<file path="config.mk">
export PLATFORM = sky130hd
export DESIGN_NAME = mult_err_accum
export DESIGN_NICKNAME = d
export VERILOG_FILES = /design/src/rtl/mult_err_accum.sv
export SDC_FILE = /design/constraint.sdc
export NUM_CORES = 1
export LEC_CHECK = 0
export CORE_MARGIN = 3
export CORE_UTILIZATION = 57
export CTS_CLUSTER_DIAMETER = 80
export DETAILED_ROUTE_END_ITERATION = 7
export GPL_ROUTABILITY_DRIVEN = 0
export PLACE_DENSITY = 0.87
export REMOVE_ABC_BUFFERS = 1
export SYNTH_ARGS = -nofsm -noshare
export SYNTH_HDL_FRONTEND = slang
export SYNTH_SLANG_ARGS = --single-unit
</file>
<file path="constraint.sdc">
create_clock -name clk -period 6.4 [get_ports clk]
set_clock_uncertainty 0.2 [all_clocks]
set_input_delay 0.96 -clock clk [delete_from_list [all_inputs] [get_ports clk]]
set_output_delay 0.96 -clock clk [all_outputs]
set_load 0.02 [all_outputs]
</file>
<file path="src/rtl/mult_err_accum.sv">
// mult_err_accum: exact-vs-approximate multiplier error accumulator; define ERR_SIGNED_SUM_EN to add the signed sum_ed output
module mult_err_accum #(
    parameter int N_SAMPLES = 10000,
    parameter int W = 16
) (
    input  logic         clk,
    input  logic         rst_n,
    input  logic         start,
    input  logic         in_valid,
    output logic         in_ready,
    input  logic [W-1:0] exact,
    input  logic [W-1:0] apprx,
    output logic         busy,
    output logic         done,
    output logic [31:0]  sample_cnt,
    output logic [31:0]  err_cnt,
    output logic [39:0]  sum_ed_abs,
    output logic [W-1:0] max_ed
`ifdef ERR_SIGNED_SUM_EN
    ,
    output logic signed [40:0] sum_ed
`endif
);
    typedef enum logic [1:0] {IDLE, RUN, DONE} state_t;
    state_t state, state_n;
    logic clr, acc, last;
    logic signed [W:0] diff;
    logic [W-1:0] ed_abs;
    always_comb begin
        in_ready = state == RUN;
        busy     = state == RUN;
        done     = state == DONE;
        clr      = start && state != RUN;
        acc      = in_valid && state == RUN;
        last     = sample_cnt == 32'(N_SAMPLES - 1);
        diff     = signed'({1'b0, exact} - {1'b0, apprx});
        ed_abs   = W'(diff[W] ? -diff : diff);
        state_n  = clr ? RUN : (acc && last) ? DONE : state;
    end
    always_ff @(posedge clk or negedge rst_n) begin
        if (!rst_n) begin
            state      <= IDLE;
            sample_cnt <= '0;
            err_cnt    <= '0;
            sum_ed_abs <= '0;
            max_ed     <= '0;
`ifdef ERR_SIGNED_SUM_EN
            sum_ed     <= '0;
`endif
        end else begin
            state <= state_n;
            if (clr) begin
                sample_cnt <= '0;
                err_cnt    <= '0;
                sum_ed_abs <= '0;
                max_ed     <= '0;
`ifdef ERR_SIGNED_SUM_EN
                sum_ed     <= '0;
`endif
            end else if (acc) begin
                sample_cnt <= sample_cnt + 32'd1;
                err_cnt    <= (exact != apprx) ? err_cnt + 32'd1 : err_cnt;
                sum_ed_abs <= sum_ed_abs + 40'(ed_abs);
                max_ed     <= (ed_abs > max_ed) ? ed_abs : max_ed;
`ifdef ERR_SIGNED_SUM_EN
                sum_ed     <= sum_ed + 41'(diff);
`endif
            end
        end
    end
endmodule

</file>
==> flow_summary.html, run 1 <==
<table>
<tr><th>Metric</th><th>Value</th></tr>
<tr><th colspan="2">Power and ir drop</th></tr>
<tr><td>NetSw</td><td>1.565 mW</td></tr>
<tr><td>Sequential cell fraction of total power</td><td>27.8%</td></tr>
<tr><td>Switching share of total power</td><td>38.85%</td></tr>
<tr><td>Power density over the cells</td><td>384.9 nW/µm²</td></tr>
<tr><td>Logic pwr share</td><td>45.8%</td></tr>
<tr><td>Power Internal</td><td>2.463 mW</td></tr>
<tr><td>Fraction of power consumed by the clock network</td><td>26.4%</td></tr>
<tr><td>Worst-case vdd ir drop</td><td>0.2619 mV</td></tr>
<tr><td>Leakage power of the design</td><td>4.683 nW</td></tr>
<tr><th colspan="2">Placed design</th></tr>
<tr><td>Placed instance count</td><td>1231</td></tr>
<tr><td>Count of input and output buffers</td><td>158</td></tr>
<tr><td>Detailed-placement wirelength estimate</td><td>14.84 mm</td></tr>
<tr><td>Placed Instance Area</td><td>9807 µm²</td></tr>
<tr><th colspan="2">Clock network</th></tr>
<tr><td>Inserted Clock Buffers</td><td>17</td></tr>
<tr><td>Root Buffer Master</td><td>clkbuf_16</td></tr>
<tr><td>Clock transition at the register clock pins on the worst setup and hold paths after CTS</td><td>0.05 ns</td></tr>
<tr><td>Maximum buffer depth of the clock tree</td><td>2</td></tr>
<tr><td>CTS tree</td><td>done</td></tr>
<tr><td>Clock latency on the worst-skew pair</td><td>0.42 ns</td></tr>
<tr><td># H-tree levels</td><td>4</td></tr>
<tr><td>Post-cts hold buffer count</td><td>0</td></tr>
<tr><td>Post-CTS Setup Inserts</td><td>0</td></tr>
<tr><td>Post-CTS Resized</td><td>0</td></tr>
<tr><td>Number of sinks driven by the clock tree</td><td>122</td></tr>
<tr><th colspan="2">Global route</th></tr>
<tr><td>Largest net degree at the start of global routing</td><td>72</td></tr>
<tr><td>Number of global-route vias before repair</td><td>6927</td></tr>
<tr><td>GRT Total Usage</td><td>25.90%</td></tr>
<tr><td>Overflow after GRT</td><td>0</td></tr>
<tr><td>Antenna violations before repair</td><td>0</td></tr>
<tr><td>First-pass GRT wire length</td><td>33.51 mm</td></tr>
<tr><th colspan="2">Floorplanning</th></tr>
<tr><td>Effective utilization at floorplan</td><td>59.39%</td></tr>
<tr><td>I/O pin count</td><td>159</td></tr>
<tr><td>Width of the die</td><td>124.6 µm</td></tr>
<tr><td>Die span in y</td><td>124.6 µm</td></tr>
<tr><td>Floorplan row count</td><td>42</td></tr>
<tr><td>Core Footprint</td><td>13510 µm²</td></tr>
<tr><td>Total die area</td><td>15530 µm²</td></tr>
<tr><th colspan="2">Setup path</th></tr>
<tr><td>R2R Path Start</td><td>state[1]</td></tr>
<tr><td>Highest fanout seen on the critical path</td><td>20</td></tr>
<tr><td>Launching element type of the critical path</td><td>primary input</td></tr>
<tr><td>Critical path capture point</td><td>max_ed[2]</td></tr>
<tr><td>Depth of the worst register-to-register path</td><td>10</td></tr>
<tr><td>Setup slack of the most critical reg-to-reg path</td><td>2.60 ns</td></tr>
<tr><td>Required time at the worst-slack endpoint</td><td>6.49 ns</td></tr>
<tr><td>Critical path launch point</td><td>apprx[0]</td></tr>
<tr><td>Critical path type</td><td>in -&gt; reg</td></tr>
<tr><td>Crit. End Element</td><td>flip-flop</td></tr>
<tr><td>End of the worst register-to-register path</td><td>sample_cnt[30]</td></tr>
<tr><td>Data arrival at the endpoint of the critical path</td><td>5.93 ns</td></tr>
<tr><th colspan="2">STA</th></tr>
<tr><td>Min Clock Period, post-route</td><td>5.834 ns</td></tr>
<tr><td>Tightest slew margin relative to the limit</td><td>37.84%</td></tr>
<tr><td>Achievable clock frequency</td><td>171.4 MHz</td></tr>
<tr><td>Transition time at the pin with the least slew margin</td><td>0.9325 ns</td></tr>
<tr><td>Final-report setup violation count</td><td>0</td></tr>
<tr><td>Final period util</td><td>91.15%</td></tr>
<tr><td>Total count of max-transition violations in the final report</td><td>0</td></tr>
<tr><td>Final hold violations</td><td>0</td></tr>
<tr><td>Post-Route Setup TNS</td><td>0 ns</td></tr>
<tr><td>Unrepaired setup endpoints after global routing</td><td>no</td></tr>
<tr><th colspan="2">Yosys</th></tr>
<tr><td>Share of async-settable or async-resettable flops after synthesis</td><td>100.0%</td></tr>
<tr><td>Average cell area after synthesis</td><td>8.795 µm²</td></tr>
<tr><td>Cell variety after synth</td><td>66</td></tr>
<tr><td>Adder-cell share of the synthesized area</td><td>8.922%</td></tr>
<tr><td>Synth Area in XOR/XNOR</td><td>10.92%</td></tr>
<tr><td>Netlist area before placement</td><td>8021 µm²</td></tr>
<tr><td>Post-synthesis mux area share</td><td>2.028%</td></tr>
<tr><td>Seq/Total Area, Yosys</td><td>38.06%</td></tr>
<tr><td>Warnings, synthesis</td><td>0</td></tr>
<tr><td>Fraction of the mapped netlist area in simple logic gates</td><td>21.34%</td></tr>
<tr><td>Complex-gate fraction of the synthesized area</td><td>14.55%</td></tr>
<tr><td>Number of enable flip-flop cells after synthesis</td><td>0</td></tr>
<tr><td>Main combinational cell family by area after synthesis</td><td>simple AND/OR/NAND/NOR gates</td></tr>
<tr><td>Synthesis-stage register bit count</td><td>122</td></tr>
<tr><td>Post-synthesis cell count</td><td>912</td></tr>
<tr><td>Most instantiated flip-flop cell in the synthesis netlist</td><td>dfrtp_1</td></tr>
<tr><th colspan="2">Route</th></tr>
<tr><td>Number of routed nets with antenna violations</td><td>0</td></tr>
<tr><td>Wire length after detailed routing</td><td>20.26 mm</td></tr>
<tr><td>DR pass1 iterations</td><td>5</td></tr>
<tr><td>Avg WL per Cell</td><td>16.04 µm</td></tr>
<tr><td>Via density</td><td>5.793</td></tr>
<tr><td>Number of DRC violations after detailed-routing iteration 0</td><td>632</td></tr>
<tr><td>Number of DRC violations after detailed routing</td><td>0</td></tr>
<tr><td>Count of vias placed by the detailed router</td><td>7317</td></tr>
<tr><th colspan="2">Final layout</th></tr>
<tr><td>Post-Layout Cell Count</td><td>1263</td></tr>
<tr><td>Finished Cell Area</td><td>10460 µm²</td></tr>
<tr><td>Filler cell count in the final layout</td><td>908</td></tr>
<tr><td>Antenna diode count</td><td>0</td></tr>
<tr><td>Fraction of layout cells with a size suffix above 1</td><td>5.888%</td></tr>
<tr><td>Area Overhead vs Synth</td><td>30.45%</td></tr>
<tr><td>Most frequent cells in the layout</td><td>clkdlybuf4s50_1 (157), dfrtp_1 (122), nor2_1 (110)</td></tr>
<tr><td>Commonest non-fill, non-tap cell in the layout</td><td>clkdlybuf4s50_1</td></tr>
<tr><td>Number of nets in the layout</td><td>1166</td></tr>
<tr><th colspan="2">Hold path</th></tr>
<tr><td>Min-delay src</td><td>sum_ed_abs[3]</td></tr>
<tr><td>Worst hold stages</td><td>2</td></tr>
<tr><td>Class of the worst hold path</td><td>reg -&gt; reg</td></tr>
<tr><th colspan="2">Run status</th></tr>
<tr><td>Run status</td><td>finished clean</td></tr>
<tr><th colspan="2">Job</th></tr>
<tr><td>Max-capacitance violation count</td><td>0</td></tr>
</table>
==> area by class of cell <==
class | instances | area [µm²] | area share, %
inverter | 62 | 232.7 | 2.224
clock inverter | 13 | 214.0 | 2.045
sequential | 122 | 3053 | 29.18
multi-input combinational | 703 | 4647 | 44.41
timing repair buffer | 168 | 1654 | 15.81
tap | 176 | 220.2 | 2.105
clock buffer | 19 | 442.9 | 4.233
==> critical path: stages <==
cell and delay, ns:
clkdlybuf4s50_1 0.46, ha_1 0.14, inv_1 0.05, fa_1 0.39
a211o_1 0.33, nand2_4 0.10, a41oi_4 0.12, a311oi_2 0.31
buf_4 0.17, xnor2_1 0.23, nor2b_1 0.09, a31o_2 0.26
xor2_1 0.19, inv_1 0.11, ha_1 0.31, nand4_1 0.13
nor4_1 0.49, a221oi_1 0.18, a221oi_2 0.27, buf_4 0.32
mux2i_1 0.23, nor2_1 0.06
==> metrics by stage <==
stage	power (mW)	utilization [%]	setup WS [ns]	hold slack, ns
after floorplan	2.293	-	-0.7709	0.2903
after global placement	2.896	72.61	0.3305	0.3079
after detailed placement	2.951	72.61	0.1807	0.3134
after CTS	4.031	77.48	0.6152	0.3239
after global routing	4.284	77.48	0.2502	0.3631
final	4.027	77.48	0.5664	0.3230
==> per-layer routing <==
layer	GRT usage [%]	wire, µm
met1	33.14	8642
met2	44.47	10010
met3	5.017	1205
met4	7.930	401
met5	0	0
==> state kept, by name, summed over array words and instances (netlist names) <==
name	flops
err_cnt	32
max_ed	16
sample_cnt	32
state	2
sum_ed_abs	40
==> power by group through the flow <==
stage | clock network (mW) | logic, mW | registers [mW]
floorplan | 0 | 1.03 | 1.26
global placement | 0 | 1.77 | 1.12
detailed placement | 0 | 1.83 | 1.12
CTS | 1.07 | 1.84 | 1.11
global route | 1.11 | 2.04 | 1.14
finish | 1.06 | 1.84 | 1.12
==> cell usage after synthesis (3+ instances only) <==
library cell	number	area share, %
dfrtp_1	122	38
nor2_1	110	5.1
nand2_1	82	3.8
a21oi_1	63	3.9
inv_1	62	2.9
xor2_1	61	6.7
ha_1	54	8.4
o21ai_0	48	3.0
xnor2_1	39	4.3
nand3_1	33	2.1
and3_1	25	1.9
clkbuf_1	19	0.89
nand4_1	18	1.4
or3_1	18	1.4
nor3_1	16	1.0
mux2i_1	14	1.7
a21o_1	8	0.75
nand2b_1	7	0.55
nor4_1	7	0.55
a211oi_1	6	0.56
and2_1	6	0.47
nor2b_1	6	0.47
o21a_1	6	0.56
o21bai_1	6	0.56
a22o_1	5	0.55
a31oi_1	5	0.39
buf_2	4	0.25
a211o_1	3	0.33
a31o_2	3	0.33
a41oi_1	3	0.33
and4_1	3	0.33
o211a_1	3	0.37
o21ai_1	3	0.19
==> cell families (layout without fill, tap and decap cells) <==
logic type,count (synthesis),in the layout
flops,122,122
xor+xnor,100,100
fa+ha+maj,56,56
mux,16,16
buf+inv,87,262
simple gates,349,349
compound gates,182,182
==> how the worst min path moves through the flow <==
stage               endpoint  slack (ns)
2_1_floorplan       state[1]        0.29
3_3_place_gp   sum_ed_abs[2]        0.31
3_5_place_dp   sum_ed_abs[2]        0.31
4_1_cts        sum_ed_abs[3]        0.32
5_1_grt        sum_ed_abs[3]        0.36
6_report       sum_ed_abs[3]        0.32
No activity file was read; power rests on OpenSTA's default activity.
==> run 2: changes to the inputs <==
--- a/config.mk
+++ b/config.mk
@@ -6,11 +6,12 @@
 export NUM_CORES = 1
 export LEC_CHECK = 0
 export CORE_MARGIN = 3
-export CORE_UTILIZATION = 57
+export CORE_UTILIZATION = 58
+export CTS_BUF_LIST = sky130_fd_sc_hd__clkbuf_4 sky130_fd_sc_hd__clkbuf_8
 export CTS_CLUSTER_DIAMETER = 80
 export DETAILED_ROUTE_END_ITERATION = 7
 export GPL_ROUTABILITY_DRIVEN = 0
-export PLACE_DENSITY = 0.87
+export PLACE_DENSITY = 0.88
 export REMOVE_ABC_BUFFERS = 1
 export SYNTH_ARGS = -nofsm -noshare
 export SYNTH_HDL_FRONTEND = slang
==> run 2 against run 1 <==
  * Sequential share of layout area up 0.69 points
  * Clock-buffer cell count up 5
  * Design area down 2.3%
  * Utilization down 1.2 points
  * Flip-flop and latch count unchanged
  * Combinational power up 3%
  * Worst hold slack better by 0.0040 ns
  * Non-clock buffer count unchanged
  * Largest power group unchanged
==> flow_summary.html, run 2 (synthesis gave the netlist of run 1 again) <==
<table>
<tr><th>Metric</th><th>Value</th></tr>
<tr><th colspan="2">Placed design</th></tr>
<tr><td>Setup slack after placement</td><td>0.1649 ns (-0.01578 ns)</td></tr>
<tr><td>Placed Instance Area</td><td>9807 µm² (unchanged)</td></tr>
<tr><td>Count of input and output buffers</td><td>158 (unchanged)</td></tr>
<tr><td>Detailed-placement wirelength estimate</td><td>14.89 mm (+0.30%)</td></tr>
<tr><th colspan="2">Floorplanning</th></tr>
<tr><td>Floorplan row count</td><td>42 (unchanged)</td></tr>
<tr><td>Width of the die</td><td>123.6 µm (-0.83%)</td></tr>
<tr><td>Core Footprint</td><td>13400 µm² (-0.78%)</td></tr>
<tr><td>Die span in y</td><td>123.6 µm (-0.83%)</td></tr>
<tr><td>I/O pin count</td><td>159 (unchanged)</td></tr>
<tr><td>Total die area</td><td>15280 µm² (-1.6%)</td></tr>
<tr><td>Effective utilization at floorplan</td><td>59.86% (+0.47 points)</td></tr>
<tr><th colspan="2">STA</th></tr>
<tr><td>Final hold violations</td><td>0 (unchanged)</td></tr>
<tr><td>Final period util</td><td>92.19% (+1.0 points)</td></tr>
<tr><td>Achievable clock frequency</td><td>169.5 MHz (-1.1%)</td></tr>
<tr><td>Final-report setup violation count</td><td>0 (unchanged)</td></tr>
<tr><td>Transition time at the pin with the least slew margin</td><td>0.8529 ns (-0.07957 ns)</td></tr>
<tr><td>Total count of max-transition violations in the final report</td><td>0 (unchanged)</td></tr>
<tr><td>Unrepaired setup endpoints after global routing</td><td>no</td></tr>
<tr><td>Min Clock Period, post-route</td><td>5.900 ns (+0.06675 ns)</td></tr>
<tr><td>Setup slack after layout</td><td>0.4997 ns (-0.06675 ns)</td></tr>
<tr><td>Tightest slew margin relative to the limit</td><td>43.14% (+5.3 points)</td></tr>
<tr><th colspan="2">Hold path</th></tr>
<tr><td>Class of the worst hold path</td><td>reg -&gt; reg</td></tr>
<tr><td>Min-delay src</td><td>sum_ed_abs[2]</td></tr>
<tr><th colspan="2">Global route</th></tr>
<tr><td>First-pass GRT wire length</td><td>32.80 mm (-2.1%)</td></tr>
<tr><td>Overflow after GRT</td><td>0 (unchanged)</td></tr>
<tr><td>Number of global-route vias before repair</td><td>6934 (+0.10%)</td></tr>
<tr><td>Largest net degree at the start of global routing</td><td>68 (-5.6%)</td></tr>
<tr><td>GRT Total Usage</td><td>26.63% (+0.73 points)</td></tr>
<tr><td>Antenna violations before repair</td><td>0 (unchanged)</td></tr>
<tr><th colspan="2">Final layout</th></tr>
<tr><td>Max reg flops</td><td>40 (unchanged)</td></tr>
<tr><td>Area Overhead vs Synth</td><td>27.44%</td></tr>
<tr><td>Most frequent cells in the layout</td><td>clkdlybuf4s50_1 (157), dfrtp_1 (122), nor2_1 (110)</td></tr>
<tr><td>Filler cell count in the final layout</td><td>981 (+8.0%)</td></tr>
<tr><td>Fraction of layout cells with a size suffix above 1</td><td>5.893% (about the same)</td></tr>
<tr><td>Antenna diode count</td><td>0 (unchanged)</td></tr>
<tr><td>Register bank with the most flops</td><td>sum_ed_abs</td></tr>
<tr><td>Finished Cell Area</td><td>10220 µm² (-2.3%)</td></tr>
<tr><td>Top Registers</td><td>sum_ed_abs: 40 flops, err_cnt: 32 flops, sample_cnt: 32 flops</td></tr>
<tr><td>Number of nets in the layout</td><td>1166 (unchanged)</td></tr>
<tr><td>FF/Latch Area</td><td>3053 µm² (unchanged)</td></tr>
<tr><td>Commonest non-fill, non-tap cell in the layout</td><td>clkdlybuf4s50_1</td></tr>
<tr><td>Core Util, Final</td><td>76.28% (-1.2 points)</td></tr>
<tr><td>Area of the multi-input gates</td><td>4647 µm² (unchanged)</td></tr>
<tr><th colspan="2">Clock network</th></tr>
<tr><td>Post-CTS Setup Inserts</td><td>0 (unchanged)</td></tr>
<tr><td>Maximum buffer depth of the clock tree</td><td>2 (unchanged)</td></tr>
<tr><td>Inserted Clock Buffers</td><td>17 (unchanged)</td></tr>
<tr><td># H-tree levels</td><td>4 (unchanged)</td></tr>
<tr><td>Post-cts hold buffer count</td><td>0 (unchanged)</td></tr>
<tr><td>Clock latency on the worst-skew pair</td><td>0.43 ns (about the same)</td></tr>
<tr><td>Root Buffer Master</td><td>clkbuf_8</td></tr>
<tr><td>Post-CTS Resized</td><td>0 (unchanged)</td></tr>
<tr><td>Number of sinks driven by the clock tree</td><td>122 (unchanged)</td></tr>
<tr><td>CTS tree</td><td>done</td></tr>
<tr><td>Clock transition at the register clock pins on the worst setup and hold paths after CTS</td><td>0.07 ns (+0.02 ns)</td></tr>
<tr><th colspan="2">Route</th></tr>
<tr><td>Number of DRC violations after detailed-routing iteration 0</td><td>649 (+2.7%)</td></tr>
<tr><td>Wire length after detailed routing</td><td>20.18 mm (-0.39%)</td></tr>
<tr><td>DR pass1 iterations</td><td>5 (unchanged)</td></tr>
<tr><td>Via density</td><td>5.794 (about the same)</td></tr>
<tr><td>Number of DRC violations after detailed routing</td><td>0 (unchanged)</td></tr>
<tr><td>Count of vias placed by the detailed router</td><td>7312 (-0.068%)</td></tr>
<tr><td>Avg WL per Cell</td><td>15.99 µm (-0.32%)</td></tr>
<tr><td>Number of routed nets with antenna violations</td><td>0 (unchanged)</td></tr>
<tr><th colspan="2">Power and ir drop</th></tr>
<tr><td>Worst-case vdd ir drop</td><td>0.1937 mV (-26%)</td></tr>
<tr><td>Leakage power of the design</td><td>4.583 nW (-2.1%)</td></tr>
<tr><td>Power density over the cells</td><td>364.4 nW/µm² (-5.3%)</td></tr>
<tr><td>Pwr Total</td><td>3.725 mW (-7.5%)</td></tr>
<tr><th colspan="2">Setup path</th></tr>
<tr><td>Critical path launch point</td><td>apprx[0]</td></tr>
<tr><td>Critical-path cell with the highest stage delay</td><td>nor4_1</td></tr>
<tr><td>R2R Path Start</td><td>state[1]</td></tr>
<tr><td>Ordered cell list for the critical path</td><td>clkdlybuf4s50_1 &gt; ha_1 &gt; inv_1 &gt; fa_1 &gt; a211o_1 &gt; nand2_4 &gt; a41oi_4 &gt; or3_4 &gt; a2111oi_4 &gt; a31o_2 &gt; xor2_1 &gt; inv_1 &gt; ha_1 &gt; nand4_1 &gt; nor4_1 &gt; a221oi_1 &gt; a221oi_2 &gt; buf_4 &gt; o21ai_0 &gt; a21oi_1</td></tr>
<tr><td>Buf+Inv Stages, Crit Path</td><td>4 (-1)</td></tr>
<tr><td>Crit path max-delay family</td><td>compound AO/OA/AOI/OAI gates</td></tr>
<tr><td>CP peak stage delay</td><td>0.49 ns (about the same)</td></tr>
<tr><td>Launching element type of the critical path</td><td>primary input</td></tr>
<tr><td>Critical path type</td><td>in -&gt; reg</td></tr>
<tr><td>Highest fanout seen on the critical path</td><td>20 (unchanged)</td></tr>
<tr><td>Data arrival at the endpoint of the critical path</td><td>6.05 ns (+0.12 ns)</td></tr>
<tr><td>Required time at the worst-slack endpoint</td><td>6.55 ns (+0.06 ns)</td></tr>
<tr><td>Crit. End Element</td><td>flip-flop</td></tr>
<tr><th colspan="2">Run status</th></tr>
<tr><td>Run status</td><td>finished clean</td></tr>
<tr><th colspan="2">Job</th></tr>
<tr><td>Max-capacitance violation count</td><td>0 (unchanged)</td></tr>
</table>
[run 2: cell types whose count changed in the layout (fill, tap and decap cells not counted), moves of 2 or more]
| cell | previous run | this run |
|---|---|---|
| clkinv_4 | 3 | 1 |
| clkbuf_4 | 0 | 5 |
| clkbuf_16 | 17 | 0 |
| bufinv_16 | 5 | 3 |
| inv_6 | 2 | 0 |
| clkbuf_8 | 1 | 19 |
[run 2: final cells by class]
cell class / instances / area share [%]
Multi-Input combinational cell: 703 / 45.46
Clock buffer: 24 / 2.925
Timing Repair Buffer: 168 / 16.18
Inverter: 62 / 2.277
Tap cell: 176 / 2.154
Clock inverter: 7 / 1.138
Sequential cell: 122 / 29.87
[run 2: where the power goes]
part,internal [mW],switching (mW)
clock network,0.425,0.299
registers,0.929,0.186
logic,0.832,1.05
[run 2: worst paths after layout]
check	endpoint	cells after the start	slack, ns
worst min register to register	sum_ed_abs[2]	2	0.33
min in group asynchronous	sum_ed_abs[32]	1	0.38
worst max register to register	err_cnt[31]	9	2.86
worst max-delay path	max_ed[14]	20	0.50
worst min-delay path	sum_ed_abs[2]	2	0.33
max in group asynchronous	max_ed[9]	2	4.31
[run 2: stage by stage]
stage / std cells / hold WS [ns] / setup TNS [ns]
2_1_floorplan: 887 / 0.2903 / -20.47
3_3_place_gp: 1231 / 0.3020 / 0
3_5_place_dp: 1231 / 0.3125 / 0
4_1_cts: 1262 / 0.3247 / 0
5_1_grt: 1262 / 0.3649 / 0
6_report: 1262 / 0.3269 / 0
[run 2: worst reg2reg max path: cells and delay by family, from the launching register on]
| family | cells | cell delay [ns] |
|---|---|---|
| AND/OR/NAND/NOR | 6 | 1.54 |
| AO/OA/AOI/OAI | 2 | 1.11 |
| flip-flops | 1 | 0.41 |
| XOR/XNOR | 1 | 0.15 |
[run 2: routing by layer]
layer	up-vias	routed length, µm	GRT usage [%]
met5	-	0	0
met4	0	490	9.689
met3	45	1197	5.495
met2	258	9907	44.51
met1	3507	8579	34.21
li1	3502	-	-
